### src/rtl/cpu_pkg.sv
// Shared CPU pipeline definitions: default field widths, ALU logic-unit opcodes,
// the EX/MEM entry layout and the skid buffer state encoding.
package cpu_pkg;

    localparam int CPU_DATA_W = 32;
    localparam int CPU_REG_W  = 5;
    localparam int CPU_OP_W   = 4;

    localparam logic [CPU_OP_W-1:0] ALU_AND = 4'b0100;
    localparam logic [CPU_OP_W-1:0] ALU_OR  = 4'b0101;
    localparam logic [CPU_OP_W-1:0] ALU_XOR = 4'b0110;
    localparam logic [CPU_OP_W-1:0] ALU_NOR = 4'b0111;

    typedef struct packed {
        logic [CPU_DATA_W-1:0] result;
        logic [CPU_DATA_W-1:0] store_data;
        logic [CPU_REG_W-1:0]  rd;
        logic [CPU_OP_W-1:0]   alu_op;
        logic                  reg_write;
        logic                  mem_read;
        logic                  mem_write;
        logic                  zero;
    } ex_mem_entry_t;

    localparam int EX_MEM_ENTRY_W = $bits(ex_mem_entry_t);

    typedef enum logic [1:0] {
        SKID_EMPTY = 2'd0,
        SKID_ONE   = 2'd1,
        SKID_TWO   = 2'd2
    } skid_state_t;

    // True for the four opcodes handled by the ALU logic unit.
    function automatic logic is_logic_op(input logic [CPU_OP_W-1:0] op);
        return (op[CPU_OP_W-1:2] == 2'b01);
    endfunction

endpackage

### src/rtl/ex_mem_pipe_skid_buffer.sv
// Generic 2-entry skid buffer (module skid_buffer): main register drives the
// downstream side, skid register absorbs one overflow entry, ready is registered.
module skid_buffer
    import cpu_pkg::*;
#(
    parameter int WIDTH = 8
) (
    input  logic             clk,
    input  logic             reset,
    input  logic             flush,
    input  logic             up_valid,
    output logic             up_ready,
    input  logic [WIDTH-1:0] up_data,
    output logic             dn_valid,
    input  logic             dn_ready,
    output logic [WIDTH-1:0] dn_data
);

    skid_state_t      state;
    logic [WIDTH-1:0] main_p1;
    logic [WIDTH-1:0] skid_p2;
    logic             vld_p1;
    logic             rdy_p1;
    logic             accept;
    logic             drain;

    assign accept = up_valid & rdy_p1;
    assign drain  = vld_p1 & dn_ready;

    // Stage boundary: upstream capture into main/skid registers.
    always_ff @(posedge clk or posedge reset) begin
        if (reset) begin
            state   <= SKID_EMPTY;
            vld_p1  <= 1'b0;
            rdy_p1  <= 1'b1;
            main_p1 <= '0;
            skid_p2 <= '0;
        end else if (flush) begin
            state  <= SKID_EMPTY;
            vld_p1 <= 1'b0;
            rdy_p1 <= 1'b1;
        end else begin
            case (state)
                SKID_EMPTY: begin
                    if (accept) begin
                        main_p1 <= up_data;
                        vld_p1  <= 1'b1;
                        state   <= SKID_ONE;
                    end
                end
                SKID_ONE: begin
                    if (accept && !drain) begin
                        skid_p2 <= up_data;
                        rdy_p1  <= 1'b0;
                        state   <= SKID_TWO;
                    end else if (accept && drain) begin
                        main_p1 <= up_data;
                    end else if (drain) begin
                        vld_p1 <= 1'b0;
                        state  <= SKID_EMPTY;
                    end
                end
                SKID_TWO: begin
                    // Ready is low here, so only a drain can happen.
                    if (drain) begin
                        main_p1 <= skid_p2;
                        rdy_p1  <= 1'b1;
                        state   <= SKID_ONE;
                    end
                end
                default: begin
                    state  <= SKID_EMPTY;
                    vld_p1 <= 1'b0;
                    rdy_p1 <= 1'b1;
                end
            endcase
        end
    end

    assign up_ready = rdy_p1;
    assign dn_valid = vld_p1;
    assign dn_data  = main_p1;

endmodule

### src/rtl/ex_mem_pipe.sv
// EX/MEM pipeline hand-off: sanitises control at capture, adds a zero flag and
// buffers through a skid buffer. Define EX_MEM_FORWARD_EN to add forwarding taps.
module ex_mem_pipe
    import cpu_pkg::*;
#(
    parameter int DATA_W = CPU_DATA_W,
    parameter int REG_W  = CPU_REG_W,
    parameter int OP_W   = CPU_OP_W
) (
    input  logic              clk,
    input  logic              reset,
    input  logic              flush,
    input  logic              ex_valid,
    output logic              ex_ready,
    input  logic [DATA_W-1:0] ex_result,
    input  logic [DATA_W-1:0] ex_store_data,
    input  logic [REG_W-1:0]  ex_rd,
    input  logic [OP_W-1:0]   ex_alu_op,
    input  logic              ex_reg_write,
    input  logic              ex_mem_read,
    input  logic              ex_mem_write,
    output logic              mem_valid,
    input  logic              mem_ready,
    output logic [DATA_W-1:0] mem_result,
    output logic [DATA_W-1:0] mem_store_data,
    output logic [REG_W-1:0]  mem_rd,
    output logic [OP_W-1:0]   mem_alu_op,
    output logic              mem_reg_write,
    output logic              mem_mem_read,
    output logic              mem_mem_write,
    output logic              mem_zero
`ifdef EX_MEM_FORWARD_EN
    ,
    output logic              fwd_valid,
    output logic [REG_W-1:0]  fwd_rd,
    output logic [DATA_W-1:0] fwd_data
`endif
);

    typedef struct packed {
        logic [DATA_W-1:0] result;
        logic [DATA_W-1:0] store_data;
        logic [REG_W-1:0]  rd;
        logic [OP_W-1:0]   alu_op;
        logic              reg_write;
        logic              mem_read;
        logic              mem_write;
        logic              zero;
    } entry_t;

    localparam int ENTRY_W = $bits(entry_t);

    // A load+store combination is illegal: pass it on as a valid bubble.
    function automatic entry_t capture(
        input logic [DATA_W-1:0] result,
        input logic [DATA_W-1:0] store_data,
        input logic [REG_W-1:0]  rd,
        input logic [OP_W-1:0]   alu_op,
        input logic              reg_write,
        input logic              mem_read,
        input logic              mem_write
    );
        entry_t e;
        logic   illegal;
        illegal      = mem_read & mem_write;
        e.result     = result;
        e.store_data = store_data;
        e.rd         = rd;
        e.alu_op     = alu_op;
        e.reg_write  = reg_write & (rd != '0) & ~illegal;
        e.mem_read   = mem_read & ~illegal;
        e.mem_write  = mem_write & ~illegal;
        e.zero       = (result == '0);
        return e;
    endfunction

    entry_t             entry_p0;
    entry_t             entry_p1;
    logic [ENTRY_W-1:0] bits_p0;
    logic [ENTRY_W-1:0] bits_p1;

    assign entry_p0 = capture(ex_result, ex_store_data, ex_rd, ex_alu_op,
                              ex_reg_write, ex_mem_read, ex_mem_write);
    assign bits_p0  = entry_p0;

    // Stage boundary: execute -> memory register.
    skid_buffer #(
        .WIDTH(ENTRY_W)
    ) u_skid (
        .clk      (clk),
        .reset    (reset),
        .flush    (flush),
        .up_valid (ex_valid),
        .up_ready (ex_ready),
        .up_data  (bits_p0),
        .dn_valid (mem_valid),
        .dn_ready (mem_ready),
        .dn_data  (bits_p1)
    );

    assign entry_p1       = entry_t'(bits_p1);
    assign mem_result     = entry_p1.result;
    assign mem_store_data = entry_p1.store_data;
    assign mem_rd         = entry_p1.rd;
    assign mem_alu_op     = entry_p1.alu_op;
    assign mem_reg_write  = entry_p1.reg_write;
    assign mem_mem_read   = entry_p1.mem_read;
    assign mem_mem_write  = entry_p1.mem_write;
    assign mem_zero       = entry_p1.zero;

`ifdef EX_MEM_FORWARD_EN
    // Gated by valid so stale main-register data after a flush never forwards.
    assign fwd_valid = mem_valid & entry_p1.reg_write & ~entry_p1.mem_read;
    assign fwd_rd    = mem_valid ? entry_p1.rd : '0;
    assign fwd_data  = mem_valid ? entry_p1.result : '0;
`endif

endmodule
### config.mk
export PLATFORM = sky130hd
export DESIGN_NAME = ex_mem_pipe
export DESIGN_NICKNAME = d
export VERILOG_FILES = /design/src/rtl/cpu_pkg.sv /design/src/rtl/ex_mem_pipe_skid_buffer.sv /design/src/rtl/ex_mem_pipe.sv
export SDC_FILE = /design/constraint.sdc
export NUM_CORES = 1
export LEC_CHECK = 0
export CORE_MARGIN = 2
export CORE_UTILIZATION = 46
export CTS_CLUSTER_DIAMETER = 50
export DETAILED_ROUTE_END_ITERATION = 8
export PLACE_DENSITY = 0.79
export SLEW_MARGIN = 20
export SYNTH_ARGS = -nofsm -noshare
export SYNTH_HDL_FRONTEND = slang
export SYNTH_SLANG_ARGS = --single-unit
### constraint.sdc
create_clock -name clk -period 6.1 [get_ports clk]
set_input_delay 1.83 -clock clk [delete_from_list [all_inputs] [get_ports clk]]
set_output_delay 1.83 -clock clk [all_outputs]
set_load 0.01 [all_outputs]
==> results of run 1 <==
[flip-flops by register name, summed over array words and instances, names as in the netlist]
name	count
u_skid.dn_data	77
u_skid.dn_valid	1
u_skid.skid_p2	77
u_skid.state	2
u_skid.up_ready	1
[cells by family (layout without fill, tap and decap cells)]
| family | count (synthesis) | count (layout) | share of synthesized area (%) |
|---|---|---|---|
| AND/OR/NAND/NOR | 260 | 260 | 14.80 |
| flip-flops | 158 | 158 | 56.44 |
| buffers and inverters | 46 | 198 | 4.624 |
| multiplexers | 74 | 74 | 15.75 |
| AO/OA/AOI/OAI | 94 | 94 | 8.391 |
[through the flow]
step | cell area, sq um | utilization, % | power [mW] | hold WS [ns] | worst slack (ns)
after floorplan | 7008 | - | 2.523 | 0.4478 | 0.008443
after global placement | 8620 | 57.34 | 3.123 | 0.4628 | 1.585
after detailed placement | 8620 | 57.34 | 3.166 | 0.4713 | 1.528
after CTS | 9193 | 61.15 | 4.230 | 0.4852 | 1.977
after global routing | 9213 | 61.28 | 4.434 | 0.5196 | 2.305
final | 9213 | 61.28 | 4.198 | 0.4856 | 2.394
[power groups by stage]
stage | Sequential [mW] | Combinational [mW] | Clock [mW]
after detailed placement | 1.79 | 1.38 | 0
after CTS | 1.79 | 1.38 | 1.06
final | 1.79 | 1.37 | 1.04
after global routing | 1.85 | 1.48 | 1.11
after global placement | 1.78 | 1.34 | 0
after floorplan | 1.83 | 0.691 | 0
[synthesized netlist by cell type, drive strengths merged]
cell type  count  area share, %
a21boi         1           0.11
a21oi          7           0.50
a31oi         75            6.7
a32oi          1           0.13
and2           1          0.089
buf           27            3.6
clkbuf        17           0.91
dfrtp        157             56
dfstp          1           0.38
inv            2           0.11
mux2          74             16
nand2        157            8.4
nand2b         4           0.36
nand3          1          0.071
nand4          2           0.18
nand4bb        1           0.16
nor2          81            4.3
nor2b          1          0.089
nor3           1          0.071
nor4           8           0.71
o211ai         2           0.21
o21a           1           0.11
o21ai          3           0.21
o21bai         1           0.11
o22ai          1          0.089
o31ai          1           0.11
o32ai          1           0.13
or3            1          0.089
or3b           1           0.13
or4            1           0.11
[final cells by class]
| type | instances | area [sq um] | area share, % |
|---|---|---|---|
| clock inverters | 5 | 81.33 | 0.8828 |
| clock buffers | 24 | 491.7 | 5.338 |
| flip-flops and latches | 158 | 3955 | 42.93 |
| repair buffers | 167 | 1677 | 18.20 |
| well taps | 188 | 235.2 | 2.553 |
| multi-input cells | 428 | 2760 | 29.96 |
| inverters | 2 | 12.51 | 0.1358 |
[metal layers]
layer	wire, um	share of wire, %
met1	7737	49
met2	7163	45
met3	795	5.0
met4	202	1.3
met5	0	0
[how the worst min path moves through the flow]
| stage | from | end | depth (start not counted) |
|---|---|---|---|
| 2_1_floorplan | u_skid.skid_p2[0] | u_skid.skid_p2[0] | 2 |
| 3_3_place_gp | u_skid.skid_p2[2] | u_skid.skid_p2[2] | 2 |
| 3_5_place_dp | u_skid.skid_p2[2] | u_skid.skid_p2[2] | 2 |
| 4_1_cts | u_skid.skid_p2[2] | u_skid.skid_p2[2] | 2 |
| 5_1_grt | u_skid.skid_p2[13] | u_skid.skid_p2[13] | 1 |
| 6_report | u_skid.skid_p2[2] | u_skid.skid_p2[2] | 2 |
[critical path, delay by kind of cell]
| family | cells | cell delay (ns) |
|---|---|---|
| multiplexers | 1 | 0.33 |
| AND/OR/NAND/NOR | 2 | 0.95 |
| buffers and inverters | 2 | 0.87 |
==> key figures, run 1 <==
Critical path
  • Number of cell instances on the worst register-to-register path: 5
  • Element type at the critical path start: primary input
  • Required time at the endpoint of the critical path: 6.40 ns
  • Critical path endpoint category: register
  • R2R Path End: u_skid.dn_data[1]
  • Largest stage delay on the critical path: 0.64 ns
  • Data arrival, critical path: 4.01 ns
  • Critical path cell sequence: clkdlybuf4s50_1, nand4bb_1, or3b_4, buf_4, mux2_4
  • Startpoint of the most critical setup path: flush
  • Crit Path Class: in2reg
  • Capturing element of the worst setup path: u_skid.skid_p2[47]
  • Highest-delay cell along the critical path: sky130_fd_sc_hd__or3b_4
  • Register-to-Register Setup Slack: 3.82 ns
  • Critical Path Fanout Max: 26
  • Beginning of the worst register-to-register path: u_skid.state[1]

Floorplanning
  • Core box area: 0.01503 sq mm
  • Horizontal die dimension: 127.4 um
  • # rows: 45
  • Initial core utilization: 46.62%
  • Chip Height: 127.4 um
  • Number of I/O pins: 160
  • Die footprint: 0.01624 sq mm

Cells and area
  • Number of nets in the layout: 855
  • Most used cells in the layout excluding fill and tap cells: 159 x sky130_fd_sc_hd__clkdlybuf4s50_1, 157 x sky130_fd_sc_hd__nand2_1, 157 x sky130_fd_sc_hd__dfrtp_1
  • Most common library cell in the layout ignoring fill and taps: sky130_fd_sc_hd__clkdlybuf4s50_1
  • Antenna Diode Count: 0
  • Filler instances: 1187
  • Share of final-layout standard cells stronger than drive strength 1: 14.54%
  • Layout overhead on the synthesized area: 31.46%
  • Cell Count, Final, Fillers Out: 972

Pwr
  • Switching share of total power: 28.24%
  • Internal portion of total power: 3.012 mW
  • Peak supply drop: 0.2266 mV
  • Net switching power figure: 1.186 mW
  • Power density normalized to cell area: 455.7 mW/mm^2
  • Part of the power in the clock network: 24.8%
  • Comb pwr share: 32.5%
  • Flop pwr share: 42.6%
  • Leakage dissipation: 4.124 nW

Routing
  • Final wirelength: 15900 um
  • Post-detailed-route wirelength per cell: 16.36 um
  • Starting DRC count in detailed routing: 425
  • First-pass iteration count of the detailed router: 4
  • Routed vias: 5091
  • Post-route antenna net violation count: 0
  • Number of DRC violations after detailed routing: 0
  • Vias per inst: 5.238

Clock tree
  • Clock insertion delay at the later pin of the skew report: 0.42 ns
  • CTS hold repair buffers: 0
  • H-tree level count: 4
  • Clock tree from TritonCTS: done
  • Setup fix buffers added after clock tree synthesis: 0
  • Clock Root Buffer: sky130_fd_sc_hd__clkbuf_16
  • Number of buffers added by the clock tree synthesis step: 17
  • Post-cts gate resize count: 0
  • Clk pin slew, worst setup/hold paths: 0.06 ns
  • Clock Path Buffers: 2
  • Count of clock tree sinks: 158

Global route
  • Via count of the first global-routing pass: 5055
  • Most congested layer reported by global routing: met1
  • Met3 Track Usage GR: 5.067%
  • Initial antenna violation count: 0
  • First-pass GRT wire length: 26080 um
  • Combined global-route utilization of all metal layers: 20.31%
  • Grt met2 use: 29.38%
  • Global route overflow: 0
  • Largest net degree at the start of global routing: 155
  • Met1 Use GR: 29.84%

Yosys
  • Post-synth net total: 713
  • Avg Synthesized Cell Area: 11.09 sq um
  • Cell area after synthesis: 0.007008 sq mm
  • Unique masters post-synth: 33
  • Post-synthesis sequential element count: 158
  • Total number of yosys warnings: 0
  • Share of the yosys chip area belonging to registers: 56.44%
  • Number of instances in the synthesized netlist: 632

STA
  • Final setup TNS: 0 ns
  • Highest attainable clock frequency: 269.8 MHz
  • Count of final setup violators: 0
  • Post-route clock skew: 0.006704 ns
  • Final critical-path share of the clock period: 60.76%
  • Setup repair after global routing missed its margin: no
  • Transition time at the pin with the least slew margin: 0.8930 ns
  • Post-layout min period: 3.706 ns
  • Max-slew headroom at the worst pin: 40.47%
  • Final number of max-transition violations: 0
  • Fin. Hold Viols: 0

Placed design
  • Weighted congestion at the end of routability-driven global placement: 0.7739
  • Placed instance count: 942
  • Input/output buffers: 159
  • Half-perimeter wire length of the detailed placement result: 9734 um

Job
  • Max-cap violation count: 0

Worst hold path
  • Class of the tightest hold or removal check: reg2reg

Status
  • Result of the run: finished, final reports clean
(Power assumes the default switching activity.)
==> run 2, diff against run 1 <==
==> constraint.sdc (replaced) <==
create_clock -name clk -period 3.4 [get_ports clk]
set_input_delay 1.02 -clock clk [delete_from_list [all_inputs] [get_ports clk]]
set_output_delay 1.02 -clock clk [all_outputs]
set_load 0.01 [all_outputs]
==> run 2 against run 1 <==
Effect of this change: routed wire length down 1.2%; cell area up 1.2%; via count up 0.33%; non-clock buffer count up 4; final cell count up 0.51%; combinational power up 79%; critical endpoint is now u_skid.skid_p2[48].
==> key figures, run 2 (synthesis results as in run 1) <==
Pwr
  • Part of the power in the clock network: 25.4%
  • Flop pwr share: 42.4%
  • Internal portion of total power: 5.481 mW
  • Leakage dissipation: 4.179 nW
  • Net switching power figure: 2.132 mW
  • Switching share of total power: 28.01%
  • Peak supply drop: 0.3722 mV
  • Comb pwr share: 32.2%
  • Power density normalized to cell area: 816.7 mW/mm^2

STA
  • Max-slew headroom at the worst pin: 44.68%
  • Setup repair after global routing missed its margin: no
  • Count of final setup violators: 0
  • Fin. Hold Viols: 0
  • Transition time at the pin with the least slew margin: 0.8299 ns
  • Final critical-path share of the clock period: 77.32%
  • Highest attainable clock frequency: 380.4 MHz
  • Final setup TNS: 0 ns
  • Setup slack of the critical path after layout: 0.7710 ns
  • Final number of max-transition violations: 0
  • Post-layout min period: 2.629 ns
  • Post-route clock skew: 0.003271 ns

Floorplanning
  • Core box area: 0.01503 sq mm
  • Initial core utilization: 46.62%
  • Chip Height: 127.4 um
  • # rows: 45
  • Die footprint: 0.01624 sq mm
  • Horizontal die dimension: 127.4 um
  • Number of I/O pins: 160

Cells and area
  • Most common library cell in the layout ignoring fill and taps: sky130_fd_sc_hd__clkdlybuf4s50_1
  • Share of final-layout standard cells stronger than drive strength 1: 15.34%
  • Most used cells in the layout excluding fill and tap cells: 159 x sky130_fd_sc_hd__clkdlybuf4s50_1, 157 x sky130_fd_sc_hd__nand2_1, 157 x sky130_fd_sc_hd__dfrtp_1
  • Post-layout utilization of the core: 62.01%
  • Layout overhead on the synthesized area: 33.01%
  • Antenna Diode Count: 0
  • Number of nets in the layout: 859
  • Cell Count, Final, Fillers Out: 977
  • Post-route cell area: 0.009321 sq mm

Placed design
  • Placed Instance Area: 0.008718 sq mm
  • Worst-case setup slack after placement: 0.3707 ns
  • Half-perimeter wire length of the detailed placement result: 10110 um
  • Placed instance count: 947
  • Input/output buffers: 159
  • Weighted congestion at the end of routability-driven global placement: 0.7821

Clock tree
  • H-tree level count: 4
  • Clock Path Buffers: 2
  • Post-cts gate resize count: 0
  • Clock Root Buffer: sky130_fd_sc_hd__clkbuf_16
  • Clock insertion delay at the later pin of the skew report: 0.42 ns
  • Clk pin slew, worst setup/hold paths: 0.06 ns
  • Clock tree from TritonCTS: done
  • Number of buffers added by the clock tree synthesis step: 17
  • CTS hold repair buffers: 0
  • Count of clock tree sinks: 158
  • Setup fix buffers added after clock tree synthesis: 0

Routing
  • Routed vias: 5108
  • Number of DRC violations after detailed routing: 0
  • Vias per inst: 5.228
  • Starting DRC count in detailed routing: 292
  • Post-detailed-route wirelength per cell: 16.08 um
  • Post-route antenna net violation count: 0
  • Final wirelength: 15710 um
  • First-pass iteration count of the detailed router: 5

Global route
  • Via count of the first global-routing pass: 5092
  • Initial antenna violation count: 0
  • Global route overflow: 0
  • Combined global-route utilization of all metal layers: 20.26%
  • Largest net degree at the start of global routing: 75
  • First-pass GRT wire length: 26080 um

Critical path
  • Element type at the critical path start: primary input
  • Crit Path Class: in2reg
  • Largest stage delay on the critical path: 0.57 ns
  • Critical path cell sequence: clkdlybuf4s50_1, nand4bb_1, or3b_4, buf_12, mux2_4
  • Data arrival, critical path: 2.93 ns
  • Critical Path Fanout Max: 35
  • Critical path endpoint category: register
  • Count of buffering cells on the critical path with inverters included: 2
  • Cell family with the largest share of critical-path delay: simple AND/OR/NAND/NOR gates
  • Highest-delay cell along the critical path: sky130_fd_sc_hd__or3b_4
  • Required time at the endpoint of the critical path: 3.70 ns

Job
  • Max-cap violation count: 0

Worst hold path
  • Class of the tightest hold or removal check: reg2reg

Status
  • Result of the run: finished, final reports clean
## run 2: power by group through the flow
stage / Combinational, mW / Sequential, mW / Clock, mW
after floorplan: 1.24 / 3.29 / 0
after global placement: 2.41 / 3.21 / 0
after detailed placement: 2.48 / 3.22 / 0
after CTS: 2.48 / 3.23 / 1.96
after global routing: 2.66 / 3.33 / 2.04
final: 2.45 / 3.23 / 1.93
## run 2: path summary, 6_finish.rpt
path	endpoint	cells after the start	slack (ns)	start
max in group asynchronous	u_skid.up_ready	3	1.77	reset
setup / recovery	u_skid.skid_p2[48]	5	0.77	ex_valid
hold / removal	u_skid.skid_p2[3]	2	0.48	u_skid.skid_p2[3]
hold reg to reg	u_skid.skid_p2[3]	2	0.48	u_skid.skid_p2[3]
setup reg to reg	u_skid.skid_p2[48]	4	1.33	u_skid.up_ready
min in group asynchronous	u_skid.dn_data[75]	2	0.93	reset
## run 2: per-stage QoR
stage / total power [mW] / hold slack (ns)
2_1_floorplan: 4.528 / 0.4478
3_3_place_gp: 5.613 / 0.4627
3_5_place_dp: 5.705 / 0.4773
4_1_cts: 7.662 / 0.4909
5_1_grt: 8.032 / 0.5076
6_report: 7.613 / 0.4837
## run 2: area by class of cell
cell class	count	area (sq um)
Timing Repair Buffer	171	1757
Clock buffer	25	525.5
Fill cell	1224	5712
Multi-Input combinational cell	428	2760
Sequential cell	158	3955
Tap cell	188	235.2
Clock inverter	5	77.57
Inverter	2	11.26
## run 2: worst reg2reg max path, cell delays in order, from the launching register on
cell and delay, ns:
sky130_fd_sc_hd__dfstp_2 0.58, sky130_fd_sc_hd__nand4bb_1 0.19, sky130_fd_sc_hd__or3b_4 0.57, sky130_fd_sc_hd__buf_12 0.25
sky130_fd_sc_hd__mux2_4 0.37
## run 2: routing by layer
metal,global-route usage (%),up-vias,share of wire [%]
met2,31.58,144,46
met5,0,-,0
met4,6.529,0,1.2
met3,4.523,16,5.1
li1,-,2448,-
met1,28.39,2500,48
==> run 3, diff against run 2 <==
--- a/config.mk
+++ b/config.mk
@@ -6,10 +6,10 @@
 export NUM_CORES = 1
 export LEC_CHECK = 0
 export CORE_MARGIN = 2
-export CORE_UTILIZATION = 46
+export CORE_UTILIZATION = 50
 export CTS_CLUSTER_DIAMETER = 50
 export DETAILED_ROUTE_END_ITERATION = 8
-export PLACE_DENSITY = 0.79
+export PLACE_DENSITY = 0.82
 export SLEW_MARGIN = 20
 export SYNTH_ARGS = -nofsm -noshare
 export SYNTH_HDL_FRONTEND = slang
==> constraint.sdc (replaced) <==
create_clock -name clk -period 2.5 [get_ports clk]
set_input_delay 0.75 -clock clk [delete_from_list [all_inputs] [get_ports clk]]
set_output_delay 0.75 -clock clk [all_outputs]
set_load 0.01 [all_outputs]
==> run 3 against run 2 <==
Effect of this change: sequential power is 37% higher; routed wire length increased by 4.7%; clock power increased by 30%.
==> key figures, run 3 (synthesis results as in run 1) <==
Cells and area
  • Layout overhead on the synthesized area: 33.05%
  • Footprint of the flip-flops and latches: 0.003955 sq mm
  • Antenna Diode Count: 0
  • Cell Count, Final, Fillers Out: 974
  • Number of nets in the layout: 864
  • Filler instances: 1020
  • Post-route cell area: 0.009324 sq mm
  • Post-layout utilization of the core: 67.70%
  • Multi-input combinational cell area: 0.002760 sq mm
  • Most common library cell in the layout ignoring fill and taps: sky130_fd_sc_hd__clkdlybuf4s50_1
  • Share of final-layout standard cells stronger than drive strength 1: 15.62%
  • Most used cells in the layout excluding fill and tap cells: 159 x sky130_fd_sc_hd__clkdlybuf4s50_1, 157 x sky130_fd_sc_hd__nand2_1, 157 x sky130_fd_sc_hd__dfrtp_1

Clock tree
  • Count of clock tree sinks: 158
  • CTS hold repair buffers: 0
  • Clk pin slew, worst setup/hold paths: 0.06 ns
  • Post-cts gate resize count: 0
  • Clock tree from TritonCTS: done
  • Number of buffers added by the clock tree synthesis step: 17
  • Setup fix buffers added after clock tree synthesis: 0
  • H-tree level count: 4
  • Clock insertion delay at the later pin of the skew report: 0.42 ns
  • Clock Root Buffer: sky130_fd_sc_hd__clkbuf_16
  • Clock Path Buffers: 2

STA
  • Final setup TNS: 0 ns
  • Max-slew headroom at the worst pin: 46.42%
  • Final critical-path share of the clock period: 92.07%
  • Post-route clock skew: 0.009376 ns
  • Fin. Hold Viols: 0
  • Post-layout min period: 2.302 ns
  • Transition time at the pin with the least slew margin: 0.8038 ns
  • Setup repair after global routing missed its margin: no
  • Final number of max-transition violations: 0
  • Count of final setup violators: 0
  • Highest attainable clock frequency: 434.5 MHz

Critical path
  • Number of logic stages on the critical path including buffering: 1
  • Number of cell instances on the worst register-to-register path: 4
  • R2R Path End: u_skid.dn_data[35]
  • Critical path cell sequence: clkdlybuf4s50_1
  • Critical path endpoint category: output port
  • Critical Path Fanout Max: 6
  • Startpoint of the most critical setup path: u_skid.up_ready
  • Element type at the critical path start: register
  • Data arrival, critical path: 1.55 ns
  • Largest stage delay on the critical path: 0.58 ns
  • Cell family with the largest share of critical-path delay: flip-flops
  • Capturing element of the worst setup path: ex_ready
  • Beginning of the worst register-to-register path: u_skid.state[0]
  • Highest-delay cell along the critical path: sky130_fd_sc_hd__dfstp_2
  • Count of buffering cells on the critical path with inverters included: 1
  • Required time at the endpoint of the critical path: 1.75 ns
  • Register-to-Register Setup Slack: 0.64 ns
  • Crit Path Class: reg2out

Floorplanning
  • Initial core utilization: 50.88%
  • Chip Height: 122.4 um
  • Horizontal die dimension: 122.4 um
  • # rows: 43
  • Core box area: 0.01377 sq mm
  • Number of I/O pins: 160
  • Die footprint: 0.01498 sq mm

Placed design
  • Placed Instance Area: 0.008758 sq mm
  • Weighted congestion at the end of routability-driven global placement: 0.8277
  • Input/output buffers: 159
  • Half-perimeter wire length of the detailed placement result: 10880 um
  • Placed instance count: 944

Pwr
  • Final total power: 10.30 mW
  • Peak supply drop: 0.5952 mV
  • Power density normalized to cell area: 1104 mW/mm^2
  • Leakage dissipation: 4.187 nW

Global route
  • Largest net degree at the start of global routing: 79
  • Combined global-route utilization of all metal layers: 22.72%
  • First-pass GRT wire length: 26570 um
  • Via count of the first global-routing pass: 5393
  • Global route overflow: 0
  • Initial antenna violation count: 0

Routing
  • Routed vias: 5301
  • Post-route antenna net violation count: 0
  • Final wirelength: 16440 um
  • Number of DRC violations after detailed routing: 0
  • Post-detailed-route wirelength per cell: 16.88 um
  • Starting DRC count in detailed routing: 368
  • First-pass iteration count of the detailed router: 5
  • Vias per inst: 5.443

Job
  • Max-cap violation count: 0

Worst hold path
  • Class of the tightest hold or removal check: reg2reg

Status
  • Result of the run: finished, final reports clean
## run 3: worst min path at each step
stage	start	endpoint	slack (ns)	cells after the start
floorplan	u_skid.skid_p2[0]	u_skid.skid_p2[0]	0.45	2
global placement	u_skid.skid_p2[0]	u_skid.skid_p2[0]	0.46	2
detailed placement	u_skid.skid_p2[0]	u_skid.skid_p2[0]	0.47	2
CTS	u_skid.skid_p2[3]	u_skid.skid_p2[3]	0.49	2
global route	u_skid.skid_p2[1]	u_skid.skid_p2[1]	0.52	2
finish	u_skid.skid_p2[3]	u_skid.skid_p2[3]	0.48	2
## run 3: layout make-up
cell class	instances	area share (%)
clock buffers	23	5.126
clock inverters	7	0.9393
multi-input cells	428	29.60
flip-flops and latches	158	42.42
inverters	2	0.1208
well taps	180	2.415
repair buffers	176	19.38
## run 3: stage by stage
stage                     hold WS, ns  setup WS [ns]
after floorplan                0.4478        -0.2501
after global placement         0.4623       -0.01199
after detailed placement       0.4739       -0.05461
after CTS                      0.4921         0.1892
after global routing           0.5175         0.1679
final                          0.4804         0.1983
## run 3: worst register-to-register path, delay by kind of cell, from the launching register on
family / cells / cell delay (ns)
compound gates: 1 / 0.22
buf+inv: 1 / 0.66
flops: 1 / 0.52
simple gates: 2 / 0.38
## run 3: power by group
group          internal (mW)  switching (mW)
Sequential              3.69           0.725
Clock                   1.53           0.970
Combinational           2.13            1.25
## run 3: per-layer routing
metal  global-route usage [%]  wire length (um)  up-vias
met1                    29.46              7144     2631
met4                    8.333               306        0
met5                        0                 0        -
met2                    38.06              8142      183
li1                         -                 -     2459
met3                    4.414               848       28
==> edit 1, RTL diff (config.mk and constraints of run 3) <==
Set the package constant `CPU_OP_W` to 6 (it was 4).
--- a/src/rtl/cpu_pkg.sv
+++ b/src/rtl/cpu_pkg.sv
@@ -4,7 +4,7 @@
 
     localparam int CPU_DATA_W = 32;
     localparam int CPU_REG_W  = 5;
-    localparam int CPU_OP_W   = 4;
+    localparam int CPU_OP_W   = 6;
 
     localparam logic [CPU_OP_W-1:0] ALU_AND = 4'b0100;
     localparam logic [CPU_OP_W-1:0] ALU_OR  = 4'b0101;
Ports: changed (resized ex_alu_op and mem_alu_op); port bits go from 160 to 164. The function was not compared with the original's and may differ.
==> edit 1 against run 3 <==
- utilization rose by 2.0 points
- sequential cell count rose by 4
- total power rose by 2.3%
- final area rose by 3.4%
- setup slack got worse by 15 ps
- area after synthesis rose by 0.62%
- via count rose by 3.4%
- wire length rose by 6.7%
- sequential power rose by 2%
- critical path depth did not move
- critical path type unchanged
- critical endpoint unchanged
==> edit 1: results (changes against run 3) <==
stage,metric,value,unit,change
logic_synthesis,ys_types,34,,+3.0%
drt,met1_length,7.55,mm,+5.7%
placed_design,dpl.hpwl,11.9,mm,+9.3%
setup_path,reg2reg_slack,560,ps,-80 ps
placed_design,port_buffers,163,,+2.5%
setup_path,critPathMaxStageDelay,590,ps,
drt,wl,17.5,mm,+6.7%
sta,fmax,0.432,GHz,-0.66%
finish,final_util,69.7,%,+2.0 points
setup_path,cp.arrival,1570,ps,+20 ps
sta,skew,7.80,ps,-1.57 ps
power,p_int,7.39,mW,+0.50%
power,ir_drop,558,uV,-6.3%
sta,worst_pin_slew,837,ps,+33.6 ps
finish,final_cells,1002,,+2.9%
logic_synthesis,synth_fp_nets,728,,+2.1%
global_route,grt_pass1_vias,5613,,+4.1%
placed_design,post_dp_cell_area,9060,sq um,+3.4%
drt,wl_met2,8.65,mm,+6.2%
setup_path,r2r_start,u_skid.up_ready$_DFFE_PP1P_,,
finish,fillers,943,,-7.5%
logic_synthesis,synth.area.top_cells,"dfrtp_1, mux2_4, nand2_1, a31oi_1, nor2_1",,
finish,fin_nets,892,,+3.2%
drt,drt_first_iter_violations,303,,-18%
placed_design,placed_cells,970,,+2.8%
run_status,outcome,"finished, final reports clean",,
finish,layout-drive-gt1-share,16.5,%,+0.93 points
global_route,grt_usage,24.0,%,+1.3 points
global_route,grt_pass1_wl,27.8,mm,+4.5%
logic_synthesis,avgSynthCellArea,10.9,sq um,-1.4%
setup_path,r2r_end,u_skid.skid_p2[59]$_DFFE_PP0P_,,
power,leakage,4.28,nW,+2.1%
## edit 1: logic make-up after synthesis
kind of cell,share of synthesized area (%)
AO/OA/AOI/OAI,8.62
AND/OR/NAND/NOR,15.0
flip-flops,57.5
buffers and inverters,3.51
multiplexers,15.3
## edit 1: power groups by stage
| stage | clock network, mW | registers [mW] | logic [mW] |
|---|---|---|---|
| floorplan | 0 | 4.58 | 1.64 |
| global placement | 0 | 4.43 | 3.37 |
| detailed placement | 0 | 4.49 | 3.52 |
| CTS | 2.58 | 4.49 | 3.53 |
| global route | 2.70 | 4.63 | 3.76 |
| finish | 2.55 | 4.50 | 3.49 |
## edit 1: cell type report
type	instances	area share [%]
clock buffers	20	4.74
multi-input cells	438	28.8
well taps	180	2.34
inverters	2	0.117
clock inverters	12	1.26
repair buffers	188	20.7
flip-flops and latches	162	42.1
## edit 1: how the worst min path moves through the flow
stage / from / end / slack, ps / cells past startpoint
after floorplan: u_skid.skid_p2[0]$_DFFE_PP0P_ / u_skid.skid_p2[0]$_DFFE_PP0P_ / 450 / 2
after global placement: u_skid.skid_p2[3]$_DFFE_PP0P_ / u_skid.skid_p2[3]$_DFFE_PP0P_ / 460 / 2
after detailed placement: u_skid.skid_p2[3]$_DFFE_PP0P_ / u_skid.skid_p2[3]$_DFFE_PP0P_ / 470 / 2
after CTS: u_skid.skid_p2[3]$_DFFE_PP0P_ / u_skid.skid_p2[3]$_DFFE_PP0P_ / 480 / 2
after global routing: u_skid.skid_p2[64]$_DFFE_PP0P_ / u_skid.skid_p2[64]$_DFFE_PP0P_ / 520 / 1
final: u_skid.skid_p2[3]$_DFFE_PP0P_ / u_skid.skid_p2[3]$_DFFE_PP0P_ / 480 / 2
## edit 1: metrics by stage
| step | hold slack, ps | TNS, ps |
|---|---|---|
| 2_1_floorplan | 447 | -49270 |
| 3_3_place_gp | 463 | -3700 |
| 3_5_place_dp | 470 | -4850 |
| 4_1_cts | 484 | 0 |
| 5_1_grt | 521 | 0 |
| 6_report | 484 | 0 |
## edit 1: layer usage
layer,global-route usage (%),vias up
met5,0,-
met4,11.1,0
met3,5.20,44
met2,39.0,173
met1,30.7,2718
li1,-,2544
==> edit 2, RTL diff (settings of run 3) <==
Made on the original files. Reset style: synchronous (`reset`), changed in one clocked block.
--- a/src/rtl/ex_mem_pipe_skid_buffer.sv
+++ b/src/rtl/ex_mem_pipe_skid_buffer.sv
@@ -28,7 +28,7 @@
     assign drain  = vld_p1 & dn_ready;
 
     // Stage boundary: upstream capture into main/skid registers.
-    always_ff @(posedge clk or posedge reset) begin
+    always_ff @(posedge clk) begin
         if (reset) begin
             state   <= SKID_EMPTY;
             vld_p1  <= 1'b0;
Behaviour: differs if reset is asserted again (counterexample within 4 cycles, from zero or initial values and one cycle with reset high); with reset held inactive, the same outputs for 4 cycles.
==> edit 2 against run 3 <==
- area after synthesis fell by 10%
- fmax rose by 5.3%
- critical path depth is the same
- sequential cell count stayed put
- clock skew down 4.7 ps
- wire length decreased by 2.9%
- non-clock buffer count increased by 11
- die area decreased by 9.7%
- final area is 5.3% lower
- highest routed layer unchanged
- setup slack better by 120 ps
Power is not compared: it rests on default switching activity, and its combinational part moved more than twofold at a synthesized area within 25%.
==> edit 2: results (changes against run 3) <==
stage,metric,value,unit,change
sta,skew,4.64,ps,-4.74 ps
setup_path,critPathMaxStageDelay,600,ps,+20 ps
sta,setup_slack,314,ps,+115 ps
placed_design,port_buffers,159,,unchanged
run_status,outcome,"finished, final reports clean",,
min_path,min_delay_worst_endpoint,u_skid.skid_p2[44]$_SDFFE_PP0P_,,
finish,antenna_cells,0,,unchanged
logic_synthesis,avgSynthCellArea,8.71,sq um,-21%
logic_synthesis,async_flop_share,0,%,-100 points
logic_synthesis,synth_fp_nets,805,,+13%
global_route,groute.layer.met1.usage,28.9,%,-0.61 points
placed_design,place.gp.congestion,0.817,,-1.3%
setup_path,crit_path_start,u_skid.dn_valid$_SDFFE_PP0P_,,
min_path,min_from,u_skid.skid_p2[44]$_SDFFE_PP0P_,,
global_route,grt_start_max_net_pins,59,,-25%
logic_synthesis,synth_common_cells,"nand2_1, dfxtp_1, nor2_1",,
global_route,met2_usage,40.1,%,+2.1 points
setup_path,reg2reg_slack,820,ps,+180 ps
setup_path,crit_end,mem_valid,,
clock_network,cts_root_buf,clkbuf_16,,
setup_path,crit_slowest_cell,clkdlybuf4s50_1,,
drt,wl_met2,7.98,mm,-2.0%
clock_network,ctsResizeCount,0,,unchanged
power,ir_drop,409,uV,
clock_network,cts_max_level,4,,unchanged
setup_path,worst-r2r-cell-count,6,,+2
drt,drt_first_pass_iters,4,,-1
placed_design,post_dp_cell_area,8230,sq um,-6.0%
global_route,grt_usage,23.7,%,+0.96 points
setup_path,crit_family,buffers and inverters,,
finish,layout-drive-gt1-share,6.92,%,-8.7 points
placed_design,dpl_worst_slack,-82.1,ps,-27.5 ps
setup_path,r2r_end,u_skid.dn_data[23]$_SDFFE_PP0P_,,
drt,top_layer,met4,,
logic_synthesis,ys_seq_area_share,50.2,%,-6.3 points
drt,wl,16.0,mm,-2.9%
placed_design,placed_cells,1022,,+8.3%
drt,vias,5606,,+5.8%
global_route,grt_util_met3,5.86,%,+1.4 points
sta,relSlewSlack,58.6,%,+12 points
placed_design,dpl.hpwl,10.9,mm,-0.17%
global_route,grt_antenna_before_repair,0,,unchanged
global_route,grt_pass1_wl,25.2,mm,-5.1%
logic_synthesis,synth.area.top_cells,"dfxtp_1, mux2i_1, nand2_1, a211oi_1, a21oi_1",,
power,leakage,3.55,nW,
logic_synthesis,ys_types,27,,-18%
finish,fillers,912,,-11%
drt,viasPerCell,5.32,,-2.3%
finish,fin_nets,950,,+10%
sta,hold_slack,453,ps,-27.6 ps
drt,wl_met3,862,microns,+1.7%
logic_synthesis,ys.warnings.count,0,,unchanged
setup_path,cp.arrival,1440,ps,-110 ps
global_route,grt_pass1_vias,5278,,-2.1%
drt,drt_first_iter_violations,505,,+37%
drt,met1_length,6.76,mm,-5.4%
-- edit 2: cell type report --
cell class | count | area (sq um) | area share, %
sequential | 158 | 3160 | 35.8
multi-input combinational | 504 | 2900 | 32.8
timing repair buffer | 187 | 1950 | 22.1
clock buffer | 28 | 527 | 5.97
tap | 172 | 215 | 2.44
clock inverter | 4 | 73.8 | 0.836
inverter | 1 | 3.75 | 0.0425
-- edit 2: cells by family (layout without fill, tap and decap cells) --
family / Yosys count / in the layout / synth area share, %
and+or+nand+nor: 262 / 262 / 16.6
AOI/OAI and AO/OA: 164 / 164 / 16.5
DFF: 158 / 158 / 50.2
muxes: 77 / 77 / 12.2
buffers and inverters: 62 / 220 / 4.45
xor gates and xnor gates: 1 / 1 / 0.139
-- edit 2: power by group through the flow --
stage               sequential, mW  combinational (mW)  clock, mW
floorplan                     2.78               0.292          0
global placement              2.74               0.767          0
detailed placement            2.75               0.790          0
CTS                           2.69               0.796       2.62
global route                  2.70               0.857       2.74
finish                        2.69               0.792       2.58
